==> config.mk <==
export PLATFORM = sky130hd
export DESIGN_NAME = id_pipe
export DESIGN_NICKNAME = d
export VERILOG_FILES = /design/src/rtl/id_pipe.sv
export SDC_FILE = /design/constraint.sdc
export NUM_CORES = 1
export LEC_CHECK = 0
export CAP_MARGIN = 20
export CORE_MARGIN = 4
export CORE_UTILIZATION = 69
export DETAILED_ROUTE_END_ITERATION = 8
export DONT_BUFFER_PORTS = 1
export HOLD_SLACK_MARGIN = 0.15
export PLACE_DENSITY = 0.85
export SLEW_MARGIN = 30
export SYNTH_ARGS = -nofsm -noshare
export SYNTH_HDL_FRONTEND = slang
export SYNTH_SLANG_ARGS = --single-unit
==> constraint.sdc <==
create_clock -name clk -period 19.75 [get_ports clk]
set_input_delay 5.925 -clock clk [delete_from_list [all_inputs] [get_ports clk]]
set_output_delay 5.925 -clock clk [all_outputs]
set_load 0.01 [all_outputs]
==> src/rtl/id_pipe.sv <==
// id_pipe: RV32I decode stage with hazard interlock, decoded-entry FIFO and registered redirect; define RV32M_EN to decode the M extension
module id_pipe #(
  parameter int BUF_DEPTH = 2
) (
  input  logic        clk,
  input  logic        rst,
  input  logic        in_valid,
  output logic        in_ready,
  input  logic [31:0] in_pc,
  input  logic [31:0] in_inst,
  input  logic [31:0] qa,
  input  logic        is_lt,
  input  logic        is_ltu,
  input  logic        is_zero,
  input  logic [4:0]  ex_rd,
  input  logic        ex_is_load,
  input  logic        flush,
  output logic        out_valid,
  input  logic        out_ready,
  output logic [31:0] out_pc,
  output logic [4:0]  out_rd,
  output logic [4:0]  out_rs1,
  output logic [4:0]  out_rs2,
  output logic        out_alu_src_1,
  output logic        out_alu_src_2,
  output logic [31:0] out_alu_imm_1,
  output logic [31:0] out_alu_imm_2,
  output logic [7:0]  out_alu_op,
  output logic [9:0]  out_mem_op,
  output logic        out_reg_we,
  output logic [3:0]  out_mul_op,
  output logic        out_illegal,
  output logic        redirect,
  output logic [31:0] redirect_addr
);
  localparam int PW = BUF_DEPTH > 1 ? $clog2(BUF_DEPTH) : 1;
  localparam int CW = $clog2(BUF_DEPTH + 1);
  localparam int EW = 137;
  localparam int RD_LSB = 100;
  localparam int WE_BIT = 5;
  typedef enum logic {NORMAL, SHADOW} state_t;
  state_t state, state_n;
  logic [6:0] opc, f7;
  logic [2:0] f3, sel;
  logic [4:0] rd, rs1, rs2;
  logic c_lui, c_auipc, c_jal, c_jalr, c_br, c_ld, c_st, c_opi, c_op, is_m, ill;
  logic use1, use2, we, arith, asub, bt, taken, stall, buf_hz, push, pop;
  logic [31:0] imm_i, imm_s, imm_b, imm_u, imm_j, imm, target;
  logic [7:0] alu_op;
  logic [9:0] mem_op;
  logic [3:0] be, mul_op;
  logic [EW-1:0] ent;
  logic [EW-1:0] buf_q [BUF_DEPTH];
  logic [BUF_DEPTH-1:0] vld;
  logic [PW-1:0] rd_ptr, wr_ptr;
  logic [CW-1:0] count;
  assign opc = in_inst[6:0];
  assign rd = in_inst[11:7];
  assign f3 = in_inst[14:12];
  assign rs1 = in_inst[19:15];
  assign rs2 = in_inst[24:20];
  assign f7 = in_inst[31:25];
  assign c_lui = opc == 7'b0110111;
  assign c_auipc = opc == 7'b0010111;
  assign c_jal = opc == 7'b1101111;
  assign c_jalr = opc == 7'b1100111;
  assign c_br = opc == 7'b1100011;
  assign c_ld = opc == 7'b0000011;
  assign c_st = opc == 7'b0100011;
  assign c_opi = opc == 7'b0010011;
  assign c_op = opc == 7'b0110011;
`ifdef RV32M_EN
  assign is_m = c_op & (f7 == 7'b0000001);
`else
  assign is_m = 1'b0;
`endif
  assign ill = ~(c_lui | c_auipc | c_jal | c_jalr | c_br | c_ld | c_st | c_opi | c_op)
             | (c_br & (f3[2:1] == 2'b01))
             | (c_ld & ((f3 == 3'b011) | (f3[2:1] == 2'b11)))
             | (c_st & (f3[2] | (f3[1:0] == 2'b11)))
             | (c_opi & (f3 == 3'b001) & (f7 != 7'b0))
             | (c_opi & (f3 == 3'b101) & (f7 != 7'b0) & (f7 != 7'b0100000))
             | (c_op & ~((f7 == 7'b0) | ((f7 == 7'b0100000) & ((f3 == 3'b000) | (f3 == 3'b101))) | is_m));
  assign imm_i = {{20{in_inst[31]}}, in_inst[31:20]};
  assign imm_s = {{20{in_inst[31]}}, in_inst[31:25], in_inst[11:7]};
  assign imm_b = {{19{in_inst[31]}}, in_inst[31], in_inst[7], in_inst[30:25], in_inst[11:8], 1'b0};
  assign imm_u = {in_inst[31:12], 12'b0};
  assign imm_j = {{11{in_inst[31]}}, in_inst[31], in_inst[19:12], in_inst[20], in_inst[30:21], 1'b0};
  assign imm = (c_lui | c_auipc) ? imm_u : c_jal ? imm_j : c_br ? imm_b : c_st ? imm_s
             : (c_jalr | c_ld | c_opi) ? imm_i : 32'b0;
  assign use1 = ~ill & (c_jalr | c_br | c_ld | c_st | c_opi | c_op);
  assign use2 = ~ill & (c_br | c_st | c_op);
  assign we = ~ill & (c_lui | c_auipc | c_jal | c_jalr | c_ld | c_opi | c_op);
  assign arith = (c_opi | c_op) & ~is_m;
  assign asub = c_op & f7[5] & (f3 == 3'b000);
  assign sel = arith ? ((f3 == 3'd0) ? (asub ? 3'b010 : 3'b011) : (f3[2:1] == 2'b01) ? 3'b010
             : (f3 == 3'd4) ? 3'b100 : (f3 == 3'd6) ? 3'b101 : (f3 == 3'd7) ? 3'b110 : 3'b000)
             : c_br ? 3'b010 : (c_lui | c_auipc | c_jal | c_jalr | c_ld | c_st) ? 3'b011 : 3'b000;
  assign alu_op = ill ? 8'b0 : {arith & (f3 == 3'd2), arith & (f3 == 3'd3), arith & (f3 == 3'd1),
                                arith & (f3 == 3'd5) & ~f7[5], arith & (f3 == 3'd5) & f7[5], sel};
  assign be = (f3[1:0] == 2'b00) ? 4'b0001 : (f3[1:0] == 2'b01) ? 4'b0011 : 4'b1111;
  assign mem_op = (ill | ~(c_ld | c_st)) ? 10'b0
                : {c_ld & ~f3[2], f3[1:0] == 2'b00, f3[1:0] == 2'b01, f3[1:0] == 2'b10, c_ld, c_st, be};
  assign mul_op = {is_m, is_m ? f3 : 3'b0};
  assign bt = (f3 == 3'd0) ? is_zero : (f3 == 3'd1) ? ~is_zero : (f3 == 3'd4) ? is_lt
            : (f3 == 3'd5) ? ~is_lt : (f3 == 3'd6) ? is_ltu : (f3 == 3'd7) ? ~is_ltu : 1'b0;
  assign taken = ~ill & (c_jal | c_jalr | (c_br & bt));
  assign target = ((c_jalr ? qa : in_pc) + imm) & ~32'd1;
  assign ent = {in_pc, we ? rd : 5'b0, use1 ? rs1 : 5'b0, use2 ? rs2 : 5'b0,
                ~ill & (c_lui | c_auipc | c_jal | c_jalr), ~ill & (c_lui | c_auipc | c_jal | c_jalr | c_ld | c_st | c_opi),
                (c_auipc | c_jal | c_jalr) ? in_pc : 32'b0, (c_jal | c_jalr) ? 32'd4 : imm,
                alu_op, mem_op, we, mul_op, ill};
  // Interlock: branch/jalr operands resolve here, so any in-flight producer stalls them; loads stall every consumer
  always_comb begin
    buf_hz = 1'b0;
    for (int i = 0; i < BUF_DEPTH; i++)
      if (vld[i] && buf_q[i][WE_BIT] && (((c_br | c_jalr) && buf_q[i][RD_LSB+:5] == rs1) || (c_br && buf_q[i][RD_LSB+:5] == rs2)))
        buf_hz = 1'b1;
    stall = in_valid & ~ill & (buf_hz
          | ((ex_rd != 5'b0) & (((c_br | c_jalr) & (rs1 == ex_rd)) | (c_br & (rs2 == ex_rd))))
          | ((ex_rd != 5'b0) & ex_is_load & ((use1 & (rs1 == ex_rd)) | (use2 & (rs2 == ex_rd)))));
  end
  // Wrong-path shadow state register
  always_ff @(posedge clk)
    if (rst) state <= NORMAL;
    else state <= state_n;
  // One shadow cycle follows every accepted taken instruction
  always_comb state_n = (flush || state == SHADOW) ? NORMAL : (push && taken) ? SHADOW : NORMAL;
  // Shadow cycles swallow the wrong-path fetch; otherwise accept when space and no hazard
  always_comb in_ready = (state == SHADOW) | ((count < CW'(BUF_DEPTH)) & ~stall);
  assign push = in_valid & in_ready & (state == NORMAL) & ~flush;
  assign pop = out_valid & out_ready;
  // FIFO bookkeeping and registered redirect
  always_ff @(posedge clk)
    if (rst) begin
      count <= '0;
      rd_ptr <= '0;
      wr_ptr <= '0;
      vld <= '0;
      redirect <= 1'b0;
      redirect_addr <= 32'b0;
    end else if (flush) begin
      count <= '0;
      rd_ptr <= '0;
      wr_ptr <= '0;
      vld <= '0;
      redirect <= 1'b0;
    end else begin
      count <= count + CW'(push) - CW'(pop);
      if (push) wr_ptr <= (wr_ptr == PW'(BUF_DEPTH - 1)) ? '0 : wr_ptr + 1'b1;
      if (pop) rd_ptr <= (rd_ptr == PW'(BUF_DEPTH - 1)) ? '0 : rd_ptr + 1'b1;
      if (push) vld[wr_ptr] <= 1'b1;
      if (pop) vld[rd_ptr] <= 1'b0;
      redirect <= push & taken;
      if (push && taken) redirect_addr <= target;
    end
  // Entry storage; validity lives in vld so the payload needs no reset
  always_ff @(posedge clk)
    if (push) buf_q[wr_ptr] <= ent;
  assign out_valid = vld[rd_ptr];
  assign {out_pc, out_rd, out_rs1, out_rs2, out_alu_src_1, out_alu_src_2, out_alu_imm_1, out_alu_imm_2,
          out_alu_op, out_mem_op, out_reg_we, out_mul_op, out_illegal} = out_valid ? buf_q[rd_ptr] : '0;
endmodule

* After elaboration in Yosys (flattened, before gate mapping)
Memories as Yosys holds them, arrays and structs flattened. A register that Yosys moved wholly into a read port is not among the register bits.
Index checks and enable logic that the tools add are counted.
W data, S select, Z words.
** Storage, ports and cells
- Register bits after elaboration :: 39
- RAM bits :: 266
- Input port bits :: 110
- Output and inout port bits :: 172
- Word-level logic and storage cells :: 219
- Memories :: 1
** Cells by class
- Add/subtract/negate cells :: 5
- Order comparisons :: 5
- Eq/ne operators :: 29
- Multiplexer cells :: 50
- Bitwise operators :: 100
- Reductions and logical operators :: 22
** Memories
- buf_q :: depth 2, width 133, read ports 3, clocked after memory_dff 1, wr ports 1, RTL line 53 : logic [EW-1:0] buf_q [BUF_DEPTH];
** Operator list (count)
- $mux W32 :: 8
- $mux W137 :: 1
- $or A1 B1 Y1 :: 44
- $and A1 B1 Y1 :: 41
- $add A32 B32 Y32 :: 1
- $eq A5 B5 Y1 :: 6
- $eq A7 B6 Y1 const B :: 4
- $eq A7 B7 Y1 const B :: 3
- $mux W1 :: 20
- $mux W3 :: 6
- $mux W5 :: 3
- $eq A7 B5 Y1 const B :: 2
- $eq A3 B3 Y1 const B :: 4
- $mux W2 :: 6
- $not A1 Y1 :: 12
- $logic_and A1 B1 Y1 :: 11
- $mux W10 :: 1
- $mux W4 :: 2
- $mux W8 :: 1
- $eq A7 B2 Y1 const B :: 1
- $logic_not A7 Y1 :: 1
- $ne A7 B6 Y1 const B :: 1
- $reduce_bool A7 Y1 :: 1
- $eq A2 B2 Y1 const B :: 3
- other kinds (19) :: 28

* Logic depth before layout (Yosys ltp)
- Depth in word-level cells :: 34
- Mapped depth :: 17
- Gate-level depth less buffers :: 15

* Least setup slack after synthesis
OpenSTA, ideal clock, no wires.
- Path kind :: input to output
- Start :: in in_inst[28]
- End :: out in_ready
- Arrival :: 7.991 ns
- Required time :: 13.825 ns
- Slack :: 5.834 ns
- Stages on the path :: 9
- Path buffers :: 1
- Path through :: or4_1 nor3_2 a221oi_1 or4b_4 a311oi_2 or2_1 buf_2 a21oi_1 or2_1
** Between the ends
- Cells in the longest elaborated chain, start to end :: 16
- Elaborated cells between the ends (all ways) :: 27
- Classes of those cells :: 2 x eq/ne; 23 x bitwise; 2 x reduce/logical
** Ends and longest elaborated chain
- from (decl) :: RTL line 10 : input logic [31:0] in_inst,
- $eq A7 B6 Y1 :: RTL line 83 : | (c_op & ~((f7 == 7'b0) | ((f7 == 7'b0100000) & ((f3 == 3'b000) | (f3 == 3'b101))) | is_m));
- $and A1 B1 Y1 :: RTL line 83
- $or A1 B1 Y1 :: RTL line 83
- $not A1 Y1 :: RTL line 83
- $and A1 B1 Y1 :: RTL line 83
- $or A1 B1 Y1 * :: RTL line 83
- $not A1 Y1 * :: RTL line 91, 92, 119
- $and A1 B1 Y1, on equally long branches :: RTL line 91, 92
- $and A1 B1 Y1 :: RTL line 121 : | ((ex_rd != 5'b0) & ex_is_load & ((use1 & (rs1 == ex_rd)) | (use2 & (rs2 == ex_rd)))));
- $or A1 B1 Y1 :: RTL line 121
- $and A1 B1 Y1 :: RTL line 121
- $or A1 B1 Y1 :: RTL line 121
- $and A1 B1 Y1 * :: RTL line 119 : stall = in_valid & ~ill & (buf_hz
- $not A1 Y1 * :: RTL line 130 : always_comb in_ready = (state == SHADOW) | ((count < CW'(BUF_DEPTH)) & ~stall);
- $and A1 B1 Y1 * :: RTL line 130
- $or A1 B1 Y1 * :: RTL line 130
- to (decl) :: RTL line 8 : output logic in_ready,
Mark *: on every way between the ends. The rest lies on a longest branch, timed or not.

* Worst setup path after layout
- Start :: in in_inst[3]
- End :: out in_ready
** Between the ends
- Cells in the longest elaborated chain, start to end :: 26
- Elaborated cells between the ends (all ways) :: 68
- Classes of those cells :: 9 x eq/ne; 2 x mux; 49 x bitwise; 8 x reduce/logical
** Ends and longest elaborated chain
- $eq A7 B6 Y1 or $eq A7 B5 Y1 (tied branches) :: RTL line 63, 64
- $or A1 B1 Y1 (8 in series) :: RTL line 77 : assign ill = ~(c_lui | c_auipc | c_jal | c_jalr | c_br | c_ld | c_st | c_opi | c_op)
- $not A1 Y1 :: RTL line 77
- $or A1 B1 Y1 :: RTL line 78 : | (c_br & (f3[2:1] == 2'b01))
- $or A1 B1 Y1 :: RTL line 79 : | (c_ld & ((f3 == 3'b011) | (f3[2:1] == 2'b11)))
- $or A1 B1 Y1 :: RTL line 80 : | (c_st & (f3[2] | (f3[1:0] == 2'b11)))
- $or A1 B1 Y1 :: RTL line 81 : | (c_opi & (f3 == 3'b001) & (f7 != 7'b0))
- $or A1 B1 Y1 :: RTL line 82 : | (c_opi & (f3 == 3'b101) & (f7 != 7'b0) & (f7 != 7'b0100000))
- (+3 left out)
- $and A1 B1 Y1 :: RTL line 121
- $or A1 B1 Y1 :: RTL line 121
- $and A1 B1 Y1 :: RTL line 121
- $or A1 B1 Y1 :: RTL line 121
- $and A1 B1 Y1 * :: RTL line 119
- $not A1 Y1 * :: RTL line 130
- $and A1 B1 Y1 * :: RTL line 130
- $or A1 B1 Y1 * :: RTL line 130
Marks and branches as above.

==> results.json <==
{
  "timing.fmax_ghz": 0.06815,
  "worstHoldStart": "wr_ptr$_SDFFE_PP0N_",
  "synth_edf_count": 264,
  "dr.pass1.iters": 5,
  "hold_viol": 0,
  "first_iter_violations": 922,
  "grt_pass1_vias": 9696,
  "grt_setup_unrepaired": "no",
  "seq_power_share_pct": 53.1,
  "hp-class": "reg -> reg",
  "maxCapViolCount": 0,
  "critPathMaxFanout": 20,
  "netSwitchingFraction_pct": 21.51,
  "finalCritPeriodShare_pct": 74.30,
  "multi_input_area_sq_mm": 0.006111,
  "antenna_cells": 0,
  "path_cells": "nand3b_1 -> nor2_4 -> buf_4 -> and3_1 -> a311oi_1 -> a31oi_1 -> or2_1 -> a21oi_1 -> or2_1",
  "antenna_found_initial": 0,
  "internal_power_mw": 1.057,
  "worstSetupStartpoint": "in_inst[3]",
  "cts_sinks": 304,
  "cts_inserted_buffers": 30,
  "area_growth_pct": 7.577,
  "routabilityCongestion": 0.8967,
  "critPathKind": "in -> out",
  "vias_per_cell": 6.374,
  "wire_per_inst_um": 24.28,
  "cts_root_buf": "clkbuf_16",
  "place_ws_ps": 5164,
  "pin_count": 282,
  "grt_usage_pct": 30.25,
  "regArea_sq_mm": 0.008732,
  "clock_latency_ps": 550,
  "cp_slowest_cell": "nor2_4",
  "clock_skew_ps": 13.12,
  "crit_required_ps": 13820,
  "tightest_slew_ps": 992.4,
  "htreeDepth": 1,
  "antenna_left": 0,
  "worst_hold_slack_ps": 510.0,
  "postCtsHoldBufs": 0,
  "vias": 9925,
  "synth.distinct_cells": 78,
  "status": "complete, no violations",
  "dp.cells": 1501,
  "die_height_um": 156.6,
  "setup_slack_ps": 5077,
  "max_stage_delay_ps": 680,
  "period_minus_slack_ps": 14670,
  "clkPwrFrac_pct": 40.6,
  "synth.largest_area_cell": "edfxtp_1",
  "ctsResizeCount": 0,
  "worst_path_most_repeated_cell": "or2_1",
  "switching_power_uw": 289.7,
  "r2r_cells": 9,
  "leakage_nw": 5.937,
  "grt_pass1_wl_mm": 56.97,
  "layout_common_cells": "edfxtp_1, nor2_1, mux2i_1",
  "worst_ep_arrival_time_ps": 8750,
  "clockBufferDepth": 3,
  "final_common_cell": "edfxtp_1",
  "initial_utilization_pct": 70.06,
  "overflow": 0,
  "post_cts_buffers": 0,
  "placed_area_sq_mm": 0.01544,
  "die_area_sq_mm": 0.02453,
  "stdcell_area_sq_mm": 0.01640,
  "synth.cell_area_sq_mm": 0.01524,
  "num_rows": 54,
  "io_buffers": 0,
  "crit_path_start_kind": "primary input",
  "finalNetCount": 1396,
  "synthDominantCellAreaShare_pct": 52.01,
  "ys_async_sr_fraction_pct": 0,
  "synth_seq_cells": 304,
  "synth_warnings": 0,
  "drc": 0,
  "synth_cells": 1281,
  "cts_tree": "done",
  "yosysSeqAreaShare_pct": 57.26,
  "core_sq_mm": 0.02176,
  "maxSlewViolCount": 0,
  "fin_util_pct": 75.37,
  "die_w_um": 156.6,
  "vdd_drop_max_mv": 0.07587,
  "grt_max_degree": 88,
  "path_clk_slew_ps": 60,
  "avgSynthCellArea_sq_um": 11.90,
  "combPwrFrac_pct": 6.2,
  "tns_ps": 0,
  "synth_top_flop_cell": "edfxtp_1",
  "setup_violations": 0,
  "drive_above_1_share_pct": 8.614,
  "fin_cells": 1557,
  "powerDensity_mw_per_mm2": 82.15,
  "reg2reg_slack_ps": 15880,
  "crit_path_end_kind": "primary output",
  "crit_end": "in_ready",
  "dp_hpwl_mm": 27.25,
  "wl_mm": 37.81,
  "fillers": 1445,
  "worstReg2RegEnd": "buf_q[0][35]$_DFFE_PP_",
  "synthTopCellsByArea": "edfxtp_1, mux2i_1, dfxtp_1",
  "finalPower_mw": 1.347,
  "maxSlewHeadroom_pct": 33.70,
  "reg2reg_from": "buf_q[1][96]$_DFFE_PP_"
}
-- how the worst min path moves through the flow --
stage	cells after the start	slack [ps]	endpoint
after floorplan	2	470	redirect_addr[16]$_SDFFE_PP0P_
after global placement	2	490	wr_ptr$_SDFFE_PP0N_
after detailed placement	2	500	wr_ptr$_SDFFE_PP0N_
after CTS	2	510	wr_ptr$_SDFFE_PP0N_
after global routing	2	540	redirect_addr[16]$_SDFFE_PP0P_
final	2	510	wr_ptr$_SDFFE_PP0N_
-- cells by family (layout without fill, tap and decap cells) --
kind of cell,Yosys count,after routing,synth area share [%]
simple gates,419,419,13.48
flops,304,304,57.26
mux,187,187,12.53
compound gates,170,170,7.560
buf+inv,109,101,3.045
xor+xnor,58,58,3.333
fa+ha+maj,33,33,2.758
other cells,1,5,0.02460
-- cell type report --
type / instances / area share (%)
multi-input combinational: 872 / 37.27
clock buffer: 44 / 5.273
timing repair buffer: 13 / 0.7402
sequential: 304 / 53.25
clock inverter: 12 / 0.5647
inverter: 32 / 0.7631
tap: 280 / 2.137
-- Yosys cell counts (5+ instances only) --
master	n
ha_1	32
o21ai_0	22
nand2b_1	6
nor2_1	205
and3_1	12
buf_1	8
nand3_1	16
clkbuf_1	52
nand2_1	35
nor3_1	20
edfxtp_1	264
buf_2	7
xnor2_1	26
mux2_2	31
nand4_1	9
a31oi_1	8
o21ai_1	5
a21o_1	34
buf_4	6
or3_1	5
mux2i_1	156
a21oi_1	44
a211oi_1	5
nor2b_1	73
inv_1	29
xor2_1	32
o22ai_1	5
and2_1	10
dfxtp_1	40
-- critical path: cells and delay by family --
kind            cells  cell delay [ps]
simple gates        5             1910
compound gates      3              500
buf+inv             1              390
-- routing by layer --
metal  GRT usage (%)  share of wire (%)  up-vias
li1                -                  -     4588
met1           39.43                 38     4788
met2           49.28                 48      459
met3           7.909                9.6       90
met4           11.32                4.2        0
met5               0                  0        -
-- power by group through the flow --
stage | Combinational (mW) | Clock [mW] | Sequential, mW
2_1_floorplan | 0.0696 | 0 | 0.728
5_1_grt | 0.0924 | 0.582 | 0.717
4_1_cts | 0.0841 | 0.555 | 0.716
3_5_place_dp | 0.0834 | 0 | 0.729
6_report | 0.0842 | 0.547 | 0.716
3_3_place_gp | 0.0817 | 0 | 0.728
-- registers in the layout (all words and copies together), names as in the netlist, named ones only --
signal / flops
rd_ptr: 1
redirect: 1
vld: 2
wr_ptr: 1
buf_q: 264
redirect_addr: 31
state: 1
count: 2
No activity file was read; power rests on OpenSTA's default activity.
